===== src/rtl/relu_arb_pkg.sv =====
`default_nettype none
// ============================================================================
// Package : relu_arb_pkg
// Brief   : Shared types, width helper and rectifier function for the
//           ReLU stream arbiter. Optional macro: RELU_LEAKY_EN.
// Rev     : 1.0  initial release
// ============================================================================
package relu_arb_pkg;

    localparam int DATA_W_DEF = 32;
    localparam int RELU_MAX_W = 64;

`ifdef RELU_LEAKY_EN
    localparam bit RELU_LEAKY = 1'b1;
`else
    localparam bit RELU_LEAKY = 1'b0;
`endif

    typedef enum logic [0:0] {
        ST_IDLE  = 1'b0,
        ST_GRANT = 1'b1
    } state_t;

    function automatic int clog2(input int value);
        int r;
        r = 0;
        for (int v = value - 1; v > 0; v = v >> 1) r++;
        return (r < 1) ? 1 : r;
    endfunction

    // Operand arrives sign-extended to RELU_MAX_W; callers truncate the result.
    function automatic logic signed [RELU_MAX_W-1:0] relu_fn(
        input logic signed [RELU_MAX_W-1:0] x,
        input int unsigned                  shift
    );
        if (!x[RELU_MAX_W-1]) return x;
        return RELU_LEAKY ? (x >>> shift) : '0;
    endfunction

endpackage
`default_nettype wire


===== src/rtl/relu_stream_arbiter_if.sv =====
`default_nettype none
// ============================================================================
// Interface : relu_stream_arbiter_if
// Brief     : Requester-side and downstream-side handshake bundle.
// Rev       : 1.0  initial release
// ============================================================================
interface relu_stream_arbiter_if
    import relu_arb_pkg::*;
#(
    parameter int NUM_REQ = 4,
    parameter int DATA_W  = DATA_W_DEF
);
    localparam int ID_W = clog2(NUM_REQ);

    logic [NUM_REQ-1:0]        req_valid;
    logic [NUM_REQ*DATA_W-1:0] req_data;
    logic [NUM_REQ-1:0]        req_last;
    logic [NUM_REQ-1:0]        req_ready;
    logic                      out_valid;
    logic [DATA_W-1:0]         out_data;
    logic [ID_W-1:0]           out_id;
    logic                      out_last;
    logic                      out_ready;
    logic                      busy;

    modport slave (
        input  req_valid, req_data, req_last, out_ready,
        output req_ready, out_valid, out_data, out_id, out_last, busy
    );

    modport master (
        output req_valid, req_data, req_last, out_ready,
        input  req_ready, out_valid, out_data, out_id, out_last, busy
    );
endinterface
`default_nettype wire


===== src/rtl/relu_out_stage.sv =====
`default_nettype none
// ============================================================================
// Module : relu_out_stage
// Brief  : Single registered output slot; rectifies on load, holds under
//          backpressure. Leaky slope when RELU_LEAKY_EN is defined.
// Rev    : 1.0  initial release
// ============================================================================
module relu_out_stage
    import relu_arb_pkg::*;
#(
    parameter int          DATA_W     = DATA_W_DEF,
    parameter int          ID_W       = 2,
    parameter int unsigned LEAK_SHIFT = 3
) (
    input  wire logic              clk,
    input  wire logic              rst_n,
    input  wire logic              in_valid,
    input  wire logic [DATA_W-1:0] in_data,
    input  wire logic [ID_W-1:0]   in_id,
    input  wire logic              in_last,
    output logic                   in_ready,
    output logic                   out_valid,
    output logic [DATA_W-1:0]      out_data,
    output logic [ID_W-1:0]        out_id,
    output logic                   out_last,
    input  wire logic              out_ready
);
    logic              valid_q, valid_d;
    logic [DATA_W-1:0] data_q, data_d;
    logic [ID_W-1:0]   id_q, id_d;
    logic              last_q, last_d;

    // A new beat may replace the held one in the same cycle it drains.
    assign in_ready = out_ready | ~valid_q;

    always_comb begin
        valid_d = valid_q;
        data_d  = data_q;
        id_d    = id_q;
        last_d  = last_q;
        if (in_valid) begin
            valid_d = 1'b1;
            data_d  = DATA_W'(relu_fn(RELU_MAX_W'(signed'(in_data)), LEAK_SHIFT));
            id_d    = in_id;
            last_d  = in_last;
        end else if (out_ready) begin
            valid_d = 1'b0;
        end
    end

    always_ff @(posedge clk or negedge rst_n) begin
        if (!rst_n) begin
            valid_q <= 1'b0;
            data_q  <= '0;
            id_q    <= '0;
            last_q  <= 1'b0;
        end else begin
            valid_q <= valid_d;
            data_q  <= data_d;
            id_q    <= id_d;
            last_q  <= last_d;
        end
    end

    assign out_valid = valid_q;
    assign out_data  = data_q;
    assign out_id    = id_q;
    assign out_last  = last_q;
endmodule
`default_nettype wire


===== src/rtl/relu_stream_arbiter.sv =====
`default_nettype none
// ============================================================================
// Module : relu_stream_arbiter
// Brief  : Round-robin, burst-locked arbiter feeding one registered ReLU
//          stage. Optional macro: RELU_LEAKY_EN (leaky negative slope).
// Rev    : 1.0  initial release
// ============================================================================
module relu_stream_arbiter
    import relu_arb_pkg::*;
#(
    parameter int          NUM_REQ    = 4,
    parameter int          DATA_W     = DATA_W_DEF,
    parameter int          BURST_LEN  = 16,
    parameter int unsigned LEAK_SHIFT = 3
) (
    input  wire logic              clk,
    input  wire logic              rst_n,
    relu_stream_arbiter_if.slave   bus
);
    localparam int ID_W  = clog2(NUM_REQ);
    localparam int CNT_W = clog2(BURST_LEN + 1);

    state_t           state_q, state_d;
    logic [ID_W-1:0]  gnt_q, gnt_d;
    logic [ID_W-1:0]  rr_ptr_q, rr_ptr_d;
    logic [CNT_W-1:0] beat_cnt_q, beat_cnt_d;

    logic               w_arb_found;
    logic [ID_W-1:0]    w_arb_idx;
    logic               w_slot_ready;
    logic               w_xfer;
    logic [NUM_REQ-1:0] w_req_ready;
    logic               w_out_valid;

    // Search starts just past the last winner so every stream gets a turn.
    always_comb begin
        w_arb_found = 1'b0;
        w_arb_idx   = '0;
        for (int i = 1; i <= NUM_REQ; i++) begin
            logic [ID_W-1:0] cand;
            cand = ID_W'((int'(rr_ptr_q) + i) % NUM_REQ);
            if (!w_arb_found && bus.req_valid[cand]) begin
                w_arb_found = 1'b1;
                w_arb_idx   = cand;
            end
        end
    end

    assign w_xfer = (state_q == ST_GRANT) & bus.req_valid[gnt_q] & w_slot_ready;

    always_comb begin
        w_req_ready = '0;
        if (state_q == ST_GRANT) w_req_ready[gnt_q] = w_slot_ready;
    end

    always_comb begin
        state_d    = state_q;
        gnt_d      = gnt_q;
        rr_ptr_d   = rr_ptr_q;
        beat_cnt_d = beat_cnt_q;
        case (state_q)
            ST_IDLE: begin
                if (w_arb_found) begin
                    gnt_d      = w_arb_idx;
                    rr_ptr_d   = w_arb_idx;
                    beat_cnt_d = '0;
                    state_d    = ST_GRANT;
                end
            end
            ST_GRANT: begin
                if (w_xfer) begin
                    beat_cnt_d = beat_cnt_q + CNT_W'(1);
                    if (bus.req_last[gnt_q] || beat_cnt_q == CNT_W'(BURST_LEN - 1))
                        state_d = ST_IDLE;
                end
            end
            default: state_d = ST_IDLE;
        endcase
    end

    always_ff @(posedge clk or negedge rst_n) begin
        if (!rst_n) begin
            state_q    <= ST_IDLE;
            gnt_q      <= '0;
            rr_ptr_q   <= ID_W'(NUM_REQ - 1);
            beat_cnt_q <= '0;
        end else begin
            state_q    <= state_d;
            gnt_q      <= gnt_d;
            rr_ptr_q   <= rr_ptr_d;
            beat_cnt_q <= beat_cnt_d;
        end
    end

    relu_out_stage #(
        .DATA_W     (DATA_W),
        .ID_W       (ID_W),
        .LEAK_SHIFT (LEAK_SHIFT)
    ) u_out_stage (
        .clk       (clk),
        .rst_n     (rst_n),
        .in_valid  (w_xfer),
        .in_data   (bus.req_data[int'(gnt_q)*DATA_W +: DATA_W]),
        .in_id     (gnt_q),
        .in_last   (bus.req_last[gnt_q]),
        .in_ready  (w_slot_ready),
        .out_valid (w_out_valid),
        .out_data  (bus.out_data),
        .out_id    (bus.out_id),
        .out_last  (bus.out_last),
        .out_ready (bus.out_ready)
    );

    assign bus.req_ready = w_req_ready;
    assign bus.out_valid = w_out_valid;
    assign bus.busy      = (state_q == ST_GRANT) | w_out_valid;
endmodule
`default_nettype wire


===== src/flat_wrapper.sv =====
// flat-port wrapper written by rule: the top's interface ports become plain ports
module relu_stream_arbiter_flat import relu_arb_pkg::*;
#(
    parameter int          NUM_REQ    = 4,
    parameter int          DATA_W     = DATA_W_DEF,
    parameter int          BURST_LEN  = 16,
    parameter int unsigned LEAK_SHIFT = 3
)
  (clk, rst_n, bus_req_valid, bus_req_data, bus_req_last, bus_out_ready, bus_req_ready, bus_out_valid, bus_out_data, bus_out_id, bus_out_last, bus_busy);
  relu_stream_arbiter_if #(.NUM_REQ(NUM_REQ), .DATA_W(DATA_W)) bus_i ();
  input  wire logic clk;
  input  wire logic rst_n;
  input wire logic [$bits(bus_i.req_valid)-1:0] bus_req_valid;
  input wire logic [$bits(bus_i.req_data)-1:0] bus_req_data;
  input wire logic [$bits(bus_i.req_last)-1:0] bus_req_last;
  input wire logic [$bits(bus_i.out_ready)-1:0] bus_out_ready;
  output wire logic [$bits(bus_i.req_ready)-1:0] bus_req_ready;
  output wire logic [$bits(bus_i.out_valid)-1:0] bus_out_valid;
  output wire logic [$bits(bus_i.out_data)-1:0] bus_out_data;
  output wire logic [$bits(bus_i.out_id)-1:0] bus_out_id;
  output wire logic [$bits(bus_i.out_last)-1:0] bus_out_last;
  output wire logic [$bits(bus_i.busy)-1:0] bus_busy;
  assign bus_i.req_valid = bus_req_valid;
  assign bus_i.req_data = bus_req_data;
  assign bus_i.req_last = bus_req_last;
  assign bus_i.out_ready = bus_out_ready;
  assign bus_req_ready = bus_i.req_ready;
  assign bus_out_valid = bus_i.out_valid;
  assign bus_out_data = bus_i.out_data;
  assign bus_out_id = bus_i.out_id;
  assign bus_out_last = bus_i.out_last;
  assign bus_busy = bus_i.busy;
  relu_stream_arbiter #(.NUM_REQ(NUM_REQ), .DATA_W(DATA_W), .BURST_LEN(BURST_LEN), .LEAK_SHIFT(LEAK_SHIFT)) u_core (.clk(clk), .rst_n(rst_n), .bus(bus_i));
endmodule

===== config.mk =====
export PLATFORM = sky130hd
export DESIGN_NAME = relu_stream_arbiter_flat
export DESIGN_NICKNAME = d
export VERILOG_FILES = /design/src/rtl/relu_arb_pkg.sv /design/src/rtl/relu_stream_arbiter_if.sv /design/src/rtl/relu_out_stage.sv /design/src/rtl/relu_stream_arbiter.sv /design/src/flat_wrapper.sv
export SDC_FILE = /design/constraint.sdc
export NUM_CORES = 1
export LEC_CHECK = 0
export ABC_AREA = 1
export CAP_MARGIN = 30
export CORE_UTILIZATION = 40
export CTS_CLUSTER_DIAMETER = 30
export DETAILED_ROUTE_END_ITERATION = 10
export GPL_ROUTABILITY_DRIVEN = 0
export MAX_ROUTING_LAYER = met4
export PLACE_DENSITY = 0.92
export SYNTH_ARGS = -nofsm -noshare
export SYNTH_HDL_FRONTEND = slang
export SYNTH_SLANG_ARGS = --single-unit

===== constraint.sdc =====
create_clock -name clk -period 4 [get_ports clk]
set_input_delay 0.8 -clock clk [delete_from_list [all_inputs] [get_ports clk]]
set_output_delay 0.8 -clock clk [all_outputs]
set_load 0.02 [all_outputs]

==> impl_metrics.json, run 1 <==
{
  "status": "finished clean",
  "cp.arrival_ns": 2.61,
  "synth_nets": 564,
  "cts_root_buffer": "clkbuf_8",
  "clock_path_buffers": 2,
  "dp_slack_ns": 0.589,
  "synth_cells": 423,
  "cp-startpoint": "bus_out_ready",
  "cap_viol_max_count": 0,
  "num_vias": 3449,
  "grt_pass1_wl_mm": 15.6,
  "required_ns": 3.20,
  "cp_cell_sequence": "clkdlybuf4s50_1 > nor2_1 > nor2_1 > inv_1 > nor3_1 > clkdlybuf4s50_1",
  "place_area_um2": 4700,
  "wirelength_mm": 9.90,
  "holdCritPathClass": "in2async",
  "maxSlewHeadroom": 0.574,
  "hold_viol": 0,
  "die-area_um2": 7560,
  "syn_avg_cell_area_um2": 6.82,
  "path_class": "in2out",
  "slowest_delay_ns": 0.63,
  "clk_latency_ns": 0.30,
  "crit_slowest_cell": "clkdlybuf4s50_1",
  "grt_pass1_vias": 3350,
  "h-tree-depth": 2,
  "final_max_slew_viol_count": 0,
  "critPathCaptureType": "output port",
  "path_clk_slew_ns": 0.09,
  "worst-path-buf-inv": 3,
  "numCtsBuffers": 5,
  "period_minus_slack_ns": 3.41,
  "yosysWarnings": 0,
  "synth_simple_gate_area_frac": 0.432,
  "die_w_um": 87.0,
  "finalPower_w": 0.00300,
  "area_delta_synth_final_pct": 66.2,
  "final_layout_size_suffix_gt1_frac": 0.0492,
  "dr.pass1.iters": 5,
  "synth_top_family_by_area": "simple AND/OR/NAND/NOR gates",
  "core_area_um2": 6870,
  "die_h_um": 87.0,
  "design_area_um2": 4800,
  "viasPerCell": 5.03,
  "tns_ns": 0,
  "fin_util": 0.699,
  "nFillCells": 537,
  "fin_skew_ns": 0.0107,
  "grtUsageTotal": 0.275,
  "cp_max_fo": 4,
  "period_share": 0.852,
  "first_iter_violations": 153,
  "postCtsHoldBufs": 0,
  "mostFrequentLayoutCells": "nand2_1, clkdlybuf4s50_1, nand3_1, dfrtp_1, a22oi_1",
  "drc": 0,
  "n_antenna_cell": 0,
  "syn_area_um2": 2890,
  "yosysUniqueCellTypes": 28,
  "synthXorXnorAreaFrac": 0.00303,
  "ys_seq_elements": 45,
  "hpwl_mm": 7.45,
  "cpLargestDelayFamily": "buffers and inverters",
  "synth_compound_area_frac": 0.0971,
  "setup_viol": 0,
  "layout_commonest_cell": "nand2_1",
  "antenna_found_initial": 0,
  "io-pin-count": 180,
  "power.density_nw_per_um2": 625,
  "fp-row-count": 30,
  "max_slew.worst_pin.slew_ns": 0.639,
  "postCtsSetupBuffers": 0,
  "reg2reg_from": "u_core.gnt_q[0]",
  "leakagePower_nw": 2.24,
  "grt_max_degree": 47,
  "rsz0062_at_grt": "false",
  "worst_slack_ns": 0.591,
  "routedWlPerCell_um": 14.4,
  "grt_overflow": 0,
  "final_nets": 730,
  "post_cts_resized": 0,
  "clock-sinks": 45,
  "synthMuxAreaShare": 0,
  "critPathLaunchType": "input port",
  "ir_drop_mv": 0.365,
  "yosysSeqAreaShare": 0.391,
  "start_util": 0.420,
  "max_freq_mhz": 293,
  "antenna_left": 0,
  "cts_tree": "yes",
  "portBuffers": 178,
  "synth_fa_ha_area_frac": 0.00867
}
## final cells by class
| class | count | area [um2] | share of cell area |
|---|---|---|---|
| Timing Repair Buffer | 182 | 1820 | 0.379 |
| Multi-Input combinational cell | 338 | 1570 | 0.326 |
| Inverter | 17 | 63.8 | 0.0133 |
| Clock inverter | 1 | 5.00 | 0.00104 |
| Clock buffer | 7 | 96.3 | 0.0201 |
| Sequential cell | 45 | 1130 | 0.235 |
| Tap cell | 96 | 120 | 0.0250 |
## cell families after synthesis
logic type	Yosys count
and+or+nand+nor	294
DFF	45
AOI/OAI and AO/OA	40
buffers and inverters	40
adders and majority gates	2
xor gates and xnor gates	1
other	1
## synth_stat cells
| library cell | count | area share |
|---|---|---|
| nor2_8 | 1 | 0.0069 |
| dfrtp_1 | 43 | 0.37 |
| nor3_1 | 3 | 0.0052 |
| nor2_2 | 1 | 0.0022 |
| and3_1 | 1 | 0.0022 |
| inv_2 | 5 | 0.0065 |
| nand2_4 | 2 | 0.0078 |
| buf_6 | 3 | 0.012 |
| nor3b_1 | 1 | 0.0026 |
| o21ai_0 | 2 | 0.0035 |
| clkbuf_1 | 12 | 0.016 |
| nand3b_1 | 1 | 0.0026 |
| o21ai_1 | 6 | 0.010 |
| nand3_2 | 1 | 0.0035 |
| conb_1 | 1 | 0.0013 |
| nand3_1 | 43 | 0.075 |
| buf_4 | 4 | 0.010 |
| a22oi_1 | 32 | 0.083 |
| nand2_1 | 223 | 0.29 |
| xor2_1 | 1 | 0.0030 |
| dfstp_2 | 2 | 0.018 |
| nor2_4 | 3 | 0.012 |
| buf_2 | 4 | 0.0069 |
| ha_1 | 2 | 0.0087 |
| nor2_1 | 11 | 0.014 |
| inv_1 | 12 | 0.016 |
| nand4_2 | 1 | 0.0043 |
| nand4_1 | 2 | 0.0043 |
## routing by layer
layer | global-route usage | up-vias | wire length, um
met5 | - | - | 0
met4 | 0.0970 | 0 | 204
met3 | 0.0597 | 19 | 665
met2 | 0.476 | 158 | 5130
met1 | 0.312 | 1576 | 3900
li1 | - | 1696 | -
## where the power goes
group | internal [W] | switching, W | total, W
clock | 0.000156 | 0.000152 | 0.000309
sequential | 0.000633 | 0.000134 | 0.000767
combinational | 0.000767 | 0.00116 | 0.00192
total | 0.00156 | 0.00144 | 0.00300
## through the flow
stage          hold slack, ns  cells
5_1_grt                 0.433    686
6_report                0.415    686
4_1_cts                 0.422    686
2_1_floorplan           0.468    423
3_3_place_gp            0.461    677
3_5_place_dp            0.464    678
## worst paths after layout
| check | to | slack (ns) | depth (start not counted) |
|---|---|---|---|
| max in group asynchronous | u_core.rr_ptr_q[0] | 3.03 | 2 |
| worst max-delay path | bus_req_ready[1] | 0.59 | 6 |
| worst min register to register | u_core.u_out_stage.out_data[26] | 0.49 | 2 |
| worst min-delay path | u_core.u_out_stage.out_data[0] | 0.41 | 1 |
| worst max register to register | u_core.u_out_stage.out_data[27] | 1.45 | 8 |
| min in group clk | u_core.u_out_stage.out_data[26] | 0.49 | 2 |
## worst register-to-register path: cells and delay by family, from the launching register on
family | cells | cell delay (ns)
buffers and inverters | 1 | 0.49
DFF | 1 | 0.55
and+or+nand+nor | 7 | 1.44
## state kept, by name, summed over array words and instances, names as in the netlist
signal and count:
u_core.beat_cnt_q 5, u_core.rr_ptr_q 2, u_core.u_out_stage.out_data 31, u_core.u_out_stage.out_last 1, u_core.u_out_stage.out_valid 1, u_core.state_q 1, u_core.gnt_q 2, u_core.u_out_stage.out_id 2
Power figures use the tool's default switching activity.
==> run 2, diff against run 1 <==
Settings changed: CORE_ASPECT_RATIO set to 0.5.
==> run 2 against run 1 <==
Against the previous run: power is 4.3% higher; core utilization grew 1.1 points; clock power increased by 36%; critical path depth unchanged; non-clock buffer count unchanged; register-to-register slack worse by 0.07 ns; clock-buffer cell count decreased by 1; hold slack worse by 0.025 ns; sequential share of layout area shrank 0.22 points; sequential power rose by 0.5%; first-iteration DRC count increased by 56%; sequential cell count is the same; largest power group unchanged.
==> impl_metrics.json, run 2 (synthesized netlist as in run 1, its figures left out) <==
{
  "routedWlPerCell_um": 14.6,
  "numCtsBuffers": 5,
  "layout_commonest_cell": "nand2_1",
  "required_ns": 3.20,
  "r2r-end": "u_core.u_out_stage.out_data[17]",
  "power.density_nw_per_um2": 646,
  "mostFrequentLayoutCells": "nand2_1, clkdlybuf4s50_1, nand3_1, dfrtp_1, a22oi_1",
  "grt_max_degree": 47,
  "worst-path-buf-inv": 3,
  "fp-row-count": 21,
  "clock_path_buffers": 2,
  "start_util": 0.423,
  "core_area_um2": 6830,
  "cts_tree": "yes",
  "io-pin-count": 180,
  "reg2reg_from": "u_core.gnt_q[0]",
  "hold-worst-slack_ns": 0.389,
  "crit_slowest_cell": "clkdlybuf4s50_1",
  "critPathLaunchType": "input port",
  "post_cts_resized": 0,
  "tns_ns": 0,
  "portBuffers": 178,
  "rrSetupSlack_ns": 1.38,
  "grt_pass1_vias": 3184,
  "period_minus_slack_ns": 3.38,
  "hold_viol": 0,
  "area_delta_synth_final_pct": 67.8,
  "rsz0062_at_grt": "false",
  "antenna_left": 0,
  "die-area_um2": 7580,
  "largest_reg_flops": 31,
  "postCtsHoldBufs": 0,
  "postCtsSetupBuffers": 0,
  "status": "finished clean",
  "fin_skew_ns": 0.00524,
  "slowest_delay_ns": 0.63,
  "n_antenna_cell": 0,
  "dr.pass1.iters": 4,
  "h-tree-depth": 2,
  "maxSlewHeadroom": 0.578,
  "path_clk_slew_ns": 0.06,
  "drc": 0,
  "reg2reg_depth": 8,
  "grt_pass1_wl_mm": 15.3,
  "clk_latency_ns": 0.28,
  "cap_viol_max_count": 0,
  "die_h_um": 62.1,
  "wirelength_mm": 9.99,
  "grtUsageTotal": 0.274,
  "final_nets": 730,
  "holdCritPathClass": "in2async",
  "cts_root_buffer": "clkbuf_16",
  "first_iter_violations": 238,
  "ir_drop_mv": 0.354,
  "max_freq_mhz": 296,
  "cp.arrival_ns": 2.58,
  "cp_max_fo": 4,
  "grt_overflow": 0,
  "clock-sinks": 45,
  "critPathCaptureType": "output port",
  "num_vias": 3408,
  "setup_viol": 0,
  "period_share": 0.844,
  "die_w_um": 122,
  "nFillCells": 547,
  "path_class": "in2out",
  "antenna_found_initial": 0,
  "cp_cell_sequence": "clkdlybuf4s50_1 > nor2_1 > nor2_1 > inv_1 > nor3_1 > clkdlybuf4s50_1",
  "viasPerCell": 5.00,
  "hpwl_mm": 7.43,
  "leakagePower_nw": 2.26,
  "max_slew.worst_pin.slew_ns": 0.632,
  "final_max_slew_viol_count": 0,
  "final_layout_size_suffix_gt1_frac": 0.0492,
  "cpLargestDelayFamily": "buffers and inverters"
}
## run 2: changes by cell type in the layout (fill, tap and decap cells not counted), sizes merged
cell    delta
clkinv     +1
clkbuf     -1
## run 2: worst reg2reg max path: stages, from the launching register on
cell and delay, ns:
dfrtp_1 0.57, nand2_1 0.15, inv_2 0.50, nand2_1 0.14, nand4_2 0.16, nand2_4 0.29, nor2_8 0.52, nand2_1 0.14
nand2_1 0.09
## run 2: area by class of cell
| class | count | area [um2] | share of cell area |
|---|---|---|---|
| sequential | 45 | 1130 | 0.233 |
| multi-input combinational | 338 | 1570 | 0.323 |
| clock buffer | 6 | 139 | 0.0287 |
| timing repair buffer | 182 | 1820 | 0.376 |
| clock inverter | 2 | 13.8 | 0.00284 |
| tap | 92 | 115 | 0.0238 |
| inverter | 17 | 63.8 | 0.0132 |
## run 2: power by group
part / switching (W) / total, W / internal, W / leakage, nW
Clock: 0.000173 / 0.000421 / 0.000248 / 0.0768
Combinational: 0.00117 / 0.00194 / 0.000767 / 1.60
Sequential: 0.000137 / 0.000771 / 0.000634 / 0.580
## run 2: through the flow
step           power [W]  utilization  area, um2  worst slack (ns)  instances
2_1_floorplan    0.00203            -       2890              1.57        423
3_3_place_gp     0.00266        0.684       4670             0.669        673
3_5_place_dp     0.00270        0.687       4690             0.630        674
4_1_cts          0.00313        0.709       4840             0.626        682
5_1_grt          0.00338        0.709       4840             0.514        682
6_report         0.00313        0.709       4840             0.623        682
## run 2: worst max path at each step
stage | from | endpoint | slack, ns | cells after the start
floorplan | bus_out_ready | bus_req_ready[0] | 1.57 | 4
global placement | bus_out_ready | bus_req_ready[1] | 0.67 | 6
detailed placement | bus_out_ready | bus_req_ready[2] | 0.63 | 6
CTS | bus_out_ready | bus_req_ready[1] | 0.63 | 6
global route | bus_out_ready | bus_req_ready[0] | 0.51 | 6
finish | bus_out_ready | bus_req_ready[2] | 0.62 | 6
## run 2: per-layer routing
metal	wire, um	GRT usage
met4	156	0.0697
met2	5120	0.470
met3	381	0.0429
met5	0	-
met1	4330	0.346
==> run 3, diff against run 2 <==
Settings changed: CORE_UTILIZATION 40 to 37, PLACE_DENSITY 0.92 to 0.87.
Clock period 4 ns to 3.5 ns, I/O delays scaled along.
==> run 3 against run 2 <==
Against the previous run: hold slack got worse by 0.078 ns; critical path depth did not move; final cell count rose by 0.73%; setup slack got worse by 0.23 ns; sequential share of layout area fell by 0.17 points; clock skew fell by 0.0017 ns; sequential power rose by 14%; wire length fell by 2.8%; highest routed layer unchanged; final area rose by 0.75%; critical endpoint unchanged.
==> impl_metrics.json, run 3 (synthesized netlist as in run 1, its figures left out) <==
{
  "critPathCaptureType": "output port",
  "die-area_um2": 8180,
  "routedWlPerCell_um": 14.1,
  "cp_max_fo": 4,
  "dr.pass1.iters": 6,
  "clock_path_buffers": 2,
  "num_vias": 3340,
  "power.density_nw_per_um2": 747,
  "postCtsHoldBufs": 0,
  "dp_slack_ns": 0.396,
  "final_nets": 731,
  "cts_root_buffer": "clkbuf_16",
  "layout_commonest_cell": "nand2_1",
  "drc": 0,
  "max_slew.worst_pin.slew_ns": 0.610,
  "fin_util": 0.657,
  "core_area_um2": 7430,
  "required_ns": 2.80,
  "grt_overflow": 0,
  "io-pin-count": 180,
  "critPathLaunchType": "input port",
  "period_share": 0.888,
  "mostFrequentLayoutCells": "nand2_1, clkdlybuf4s50_1, nand3_1, dfrtp_1, a22oi_1",
  "die_h_um": 64.5,
  "holdCritPathClass": "in2async",
  "period_minus_slack_ns": 3.11,
  "numCtsBuffers": 5,
  "leakagePower_nw": 2.27,
  "path_clk_slew_ns": 0.06,
  "slowest_delay_ns": 0.66,
  "setup_viol": 0,
  "post_cts_resized": 0,
  "fp-row-count": 22,
  "tns_ns": 0,
  "die_w_um": 127,
  "start_util": 0.388,
  "clk_latency_ns": 0.28,
  "antenna_found_initial": 0,
  "area_delta_synth_final_pct": 69.1,
  "max_freq_mhz": 322,
  "path_class": "in2out",
  "antenna_left": 0,
  "hold_viol": 0,
  "worst_slack_ns": 0.393,
  "clock-sinks": 45,
  "cp.arrival_ns": 2.41,
  "hold-worst-slack_ns": 0.311,
  "viasPerCell": 4.86,
  "hpwl_mm": 7.33,
  "cap_viol_max_count": 0,
  "maxSlewHeadroom": 0.593,
  "wirelength_mm": 9.71,
  "cts_tree": "yes",
  "grt_max_degree": 47,
  "status": "finished clean",
  "largest_reg_flops": 31,
  "cp_cell_sequence": "clkdlybuf4s50_1 > nor2_1 > nor2_1 > inv_1 > nor3_1 > clkdlybuf4s50_1",
  "fin_skew_ns": 0.00356,
  "grt_pass1_vias": 3286,
  "ir_drop_mv": 0.318,
  "rsz0062_at_grt": "false",
  "postCtsSetupBuffers": 0,
  "grtUsageTotal": 0.251,
  "final_layout_size_suffix_gt1_frac": 0.0508,
  "grt_pass1_wl_mm": 15.8,
  "finalPower_w": 0.00364,
  "first_iter_violations": 204,
  "portBuffers": 178,
  "crit_slowest_cell": "clkdlybuf4s50_1",
  "final_max_slew_viol_count": 0,
  "h-tree-depth": 2,
  "n_antenna_cell": 0
}
[run 3: cell count changes in the layout (fill, tap and decap cells not counted)]
| cell | delta |
|---|---|
| buf_4 | +1 |
| bufinv_16 | +1 |
| clkinv_2 | -1 |
| clkinv_4 | -1 |
| clkinvlp_4 | +1 |
[run 3: metal layers]
layer | wire (um) | up-vias | track usage
met5 | 0 | - | -
met2 | 5060 | 75 | 0.440
met1 | 4160 | 1545 | 0.303
met3 | 311 | 16 | 0.0405
li1 | - | 1704 | -
met4 | 178 | 0 | 0.0714
[run 3: final timing paths]
kind | to | slack (ns) | from | cells after the start
worst max-delay path | bus_req_ready[2] | 0.39 | bus_out_ready | 6
worst min-delay path | u_core.u_out_stage.out_data[26] | 0.31 | rst_n | 1
worst max register to register | u_core.u_out_stage.out_data[28] | 0.95 | u_core.gnt_q[0] | 8
worst min register to register | u_core.u_out_stage.out_data[3] | 0.48 | u_core.u_out_stage.out_data[3] | 2
max in group asynchronous | u_core.u_out_stage.out_data[4] | 2.72 | rst_n | 2
min in group clk | u_core.u_out_stage.out_data[3] | 0.48 | u_core.u_out_stage.out_data[3] | 2
[run 3: report_power, final]
part	switching [W]	internal [W]	leakage [nW]	total, W
combinational	0.00134	0.000883	1.61	0.00222
clock	0.000192	0.000356	0.0831	0.000548
sequential	0.000154	0.000724	0.580	0.000878
[run 3: stage by stage]
step,area (um2),instances
floorplan,2890,423
global placement,4680,678
detailed placement,4700,679
CTS,4880,687
global route,4880,687
finish,4880,687
[run 3: cell type report]
type                            count  area (um2)
Multi-Input combinational cell    338        1570
Clock buffer                        6         139
Sequential cell                    45        1130
Fill cell                         638        2550
Timing Repair Buffer              183        1830
Inverter                           17        63.8
Clock inverter                      2        37.5
Tap cell                           96         120
[run 3: worst max-delay path: cells and delay by family]
family	cells	cell delay [ns]
buffers and inverters	3	1.27
AND/OR/NAND/NOR	3	0.44
==> RTL edit: new RTL, settings of run 3 <==
The option `RELU_LEAKY_EN` is turned on by a define.
--- a/src/rtl/relu_arb_pkg.sv
+++ b/src/rtl/relu_arb_pkg.sv
@@ -6,4 +6,6 @@
 // Rev     : 1.0  initial release
 // ============================================================================
+`define RELU_LEAKY_EN
+
 package relu_arb_pkg;
 
Check against the original RTL: not equivalent (a bounded check fails within 4 cycles, from zero or initial values and one cycle with rst_n low).
==> RTL edit against run 3 <==
Synthesized cell count increased by 28%; design area rose by 9.2%; area after synthesis grew 15%; combinational power is 38% higher; sequential cell count is 1 higher; worst hold slack worse by 1.5 ps; critical path type unchanged; wire length increased by 23%; total power grew 26%; final cell count rose by 20%; sequential power grew 12%; clock power is 1% lower; worst setup slack better by 140 ps; critical path depth did not move; die area rose by 14%.
==> RTL edit: results (changes against run 3) <==
status finished clean; Root Driver clkbuf_16; dpl cell area 5170 sq um (+9.9%); 1st-pass router iterations 4 (-2); largest net degree at the start of global routing 44 (-6.4%); R2R setup slack 830 ps (-120 ps); most frequent cells after synthesis nand2_1, nor2_1, dfrtp_1, inv_1, nand3_1; CP max FO 4 (unchanged); drt initial violations 271 (+33%); Max VDD drop 0.000406 V (+28%); dominant synthesized flop cell dfrtp_1; Reg area 1150 sq um (+2.2%); met3 wire length 478 um (+54%); Final min period 2970 ps (-142 ps); Net Count, Synth 684 (+21%); vias per inst 4.95 (+1.9%); Port Buffers 179 (+0.56%); Post-Synth XOR/XNOR Area 0.265% (-0.038 points); vias in the first global route 3,836 (+17%); clk slew on worst S/H paths 60 ps (about the same); layout cells sized above 1 4.08% (-1.0 points); Antenna diodes 0 (unchanged); Non-Filler Instances 823 (+20%); Leakage Power 2.69 nW (+19%); # DRC 0 (unchanged); hpwl dp 9060 um (+24%); mean post-synth cell area 6.09 sq um (-11%); post-route ant nets 0 (unchanged); Clk Latency, worst-skew pair roughly 290 ps; Worst-Margin Slew 683 ps (+72.8 ps); fill count 709 (+11%); DR top layer met4; HP Class primary input to asynchronous set/reset pin; nets@finish 851 (+16%); Clock Skew 7.77 ps (+4.20 ps); synthesis warning total 0 (unchanged); Metal-1 WL 5100 um (+23%); mux cell area share after synthesis 0% (unchanged); max reg flops 32 (+3.2%); post-synthesis adder-cell area fraction 0.757% (-0.11 points); main combinational cell family by area after synthesis simple AND/OR/NAND/NOR gates; clock buffer depth 2 (unchanged); met2 wire length 5990 um (+18%); worst hold slack 310 ps (-1.48 ps); synth unique cells 26 (-7.1%); Post-CTS Repair Setup Buffers 0 (unchanged); global-route wire length before repair 18,500 um (+18%); Synth area leaders dfrtp_1, nand2_1, a211oi_1, nand3_1, nor2_1; Num CTS Buffers 5 (unchanged); Seq/Total Area, Yosys 34.9% (-4.2 points); Critical Path AT 2270 ps (-140 ps); drt wl/cell 14.5 um (+2.8%); pre-CTS setup slack 548 ps (+152 ps); GR Util All Layers 26.6% (+1.6 points); Synth Area in Compound Gates 9.50% (-0.21 points)
## RTL edit: changes by cell type in the layout (fill, tap and decap cells not counted), moves of 4 or more
cell             run 3  this run
a22oi_1             32         4
a211oi_1             0        31
nand2_1            223       270
inv_1               12        44
o21ai_1              6         1
nor2_1              11        48
a21oi_1              0         4
## RTL edit: layout make-up
cell class | count | share of cell area, %
Timing Repair Buffer | 187 | 34.9
Sequential cell | 46 | 21.6
Clock inverter | 1 | 0.563
Tap cell | 112 | 2.63
Inverter | 51 | 3.59
Clock buffer | 7 | 2.49
Multi-Input combinational cell | 419 | 34.2
## RTL edit: kinds of logic after synthesis
group	count (synthesis)
compound gates	44
xor+xnor	1
fa+ha+maj	2
buf+inv	78
flops	46
simple gates	372
## RTL edit: worst paths after layout
check,from,endpoint,cells after the start
worst max-delay path,bus_out_ready,bus_req_ready[0],6
worst min-delay path,rst_n,u_core.beat_cnt_q[1],1
worst min register to register,u_core.u_out_stage.out_data[20],u_core.u_out_stage.out_data[20],2
max in group asynchronous,rst_n,u_core.u_out_stage.out_data[12],2
min in group clk,u_core.u_out_stage.out_data[20],u_core.u_out_stage.out_data[20],2
worst max register to register,u_core.gnt_q[1],u_core.u_out_stage.out_data[4],8
## RTL edit: report_power, final
| group | switching [mW] | internal (mW) | total, mW |
|---|---|---|---|
| clock | 0.202 | 0.338 | 0.540 |
| combinational | 1.91 | 1.16 | 3.06 |
| sequential | 0.185 | 0.802 | 0.986 |
## RTL edit: per-layer routing
metal / vias to the layer above / global-route usage [%]
li1: 2020 / -
met1: 1895 / 32.3
met2: 126 / 45.5
met3: 36 / 3.58
met4: 0 / 11.8
met5: - / -
## RTL edit: worst max-delay path, cell delays in order
cell and delay (ps):
clkdlybuf4s50_1 480, nor2_1 50, nor2_1 150, inv_1 110, nor3_1 140, clkdlybuf4s50_1 640
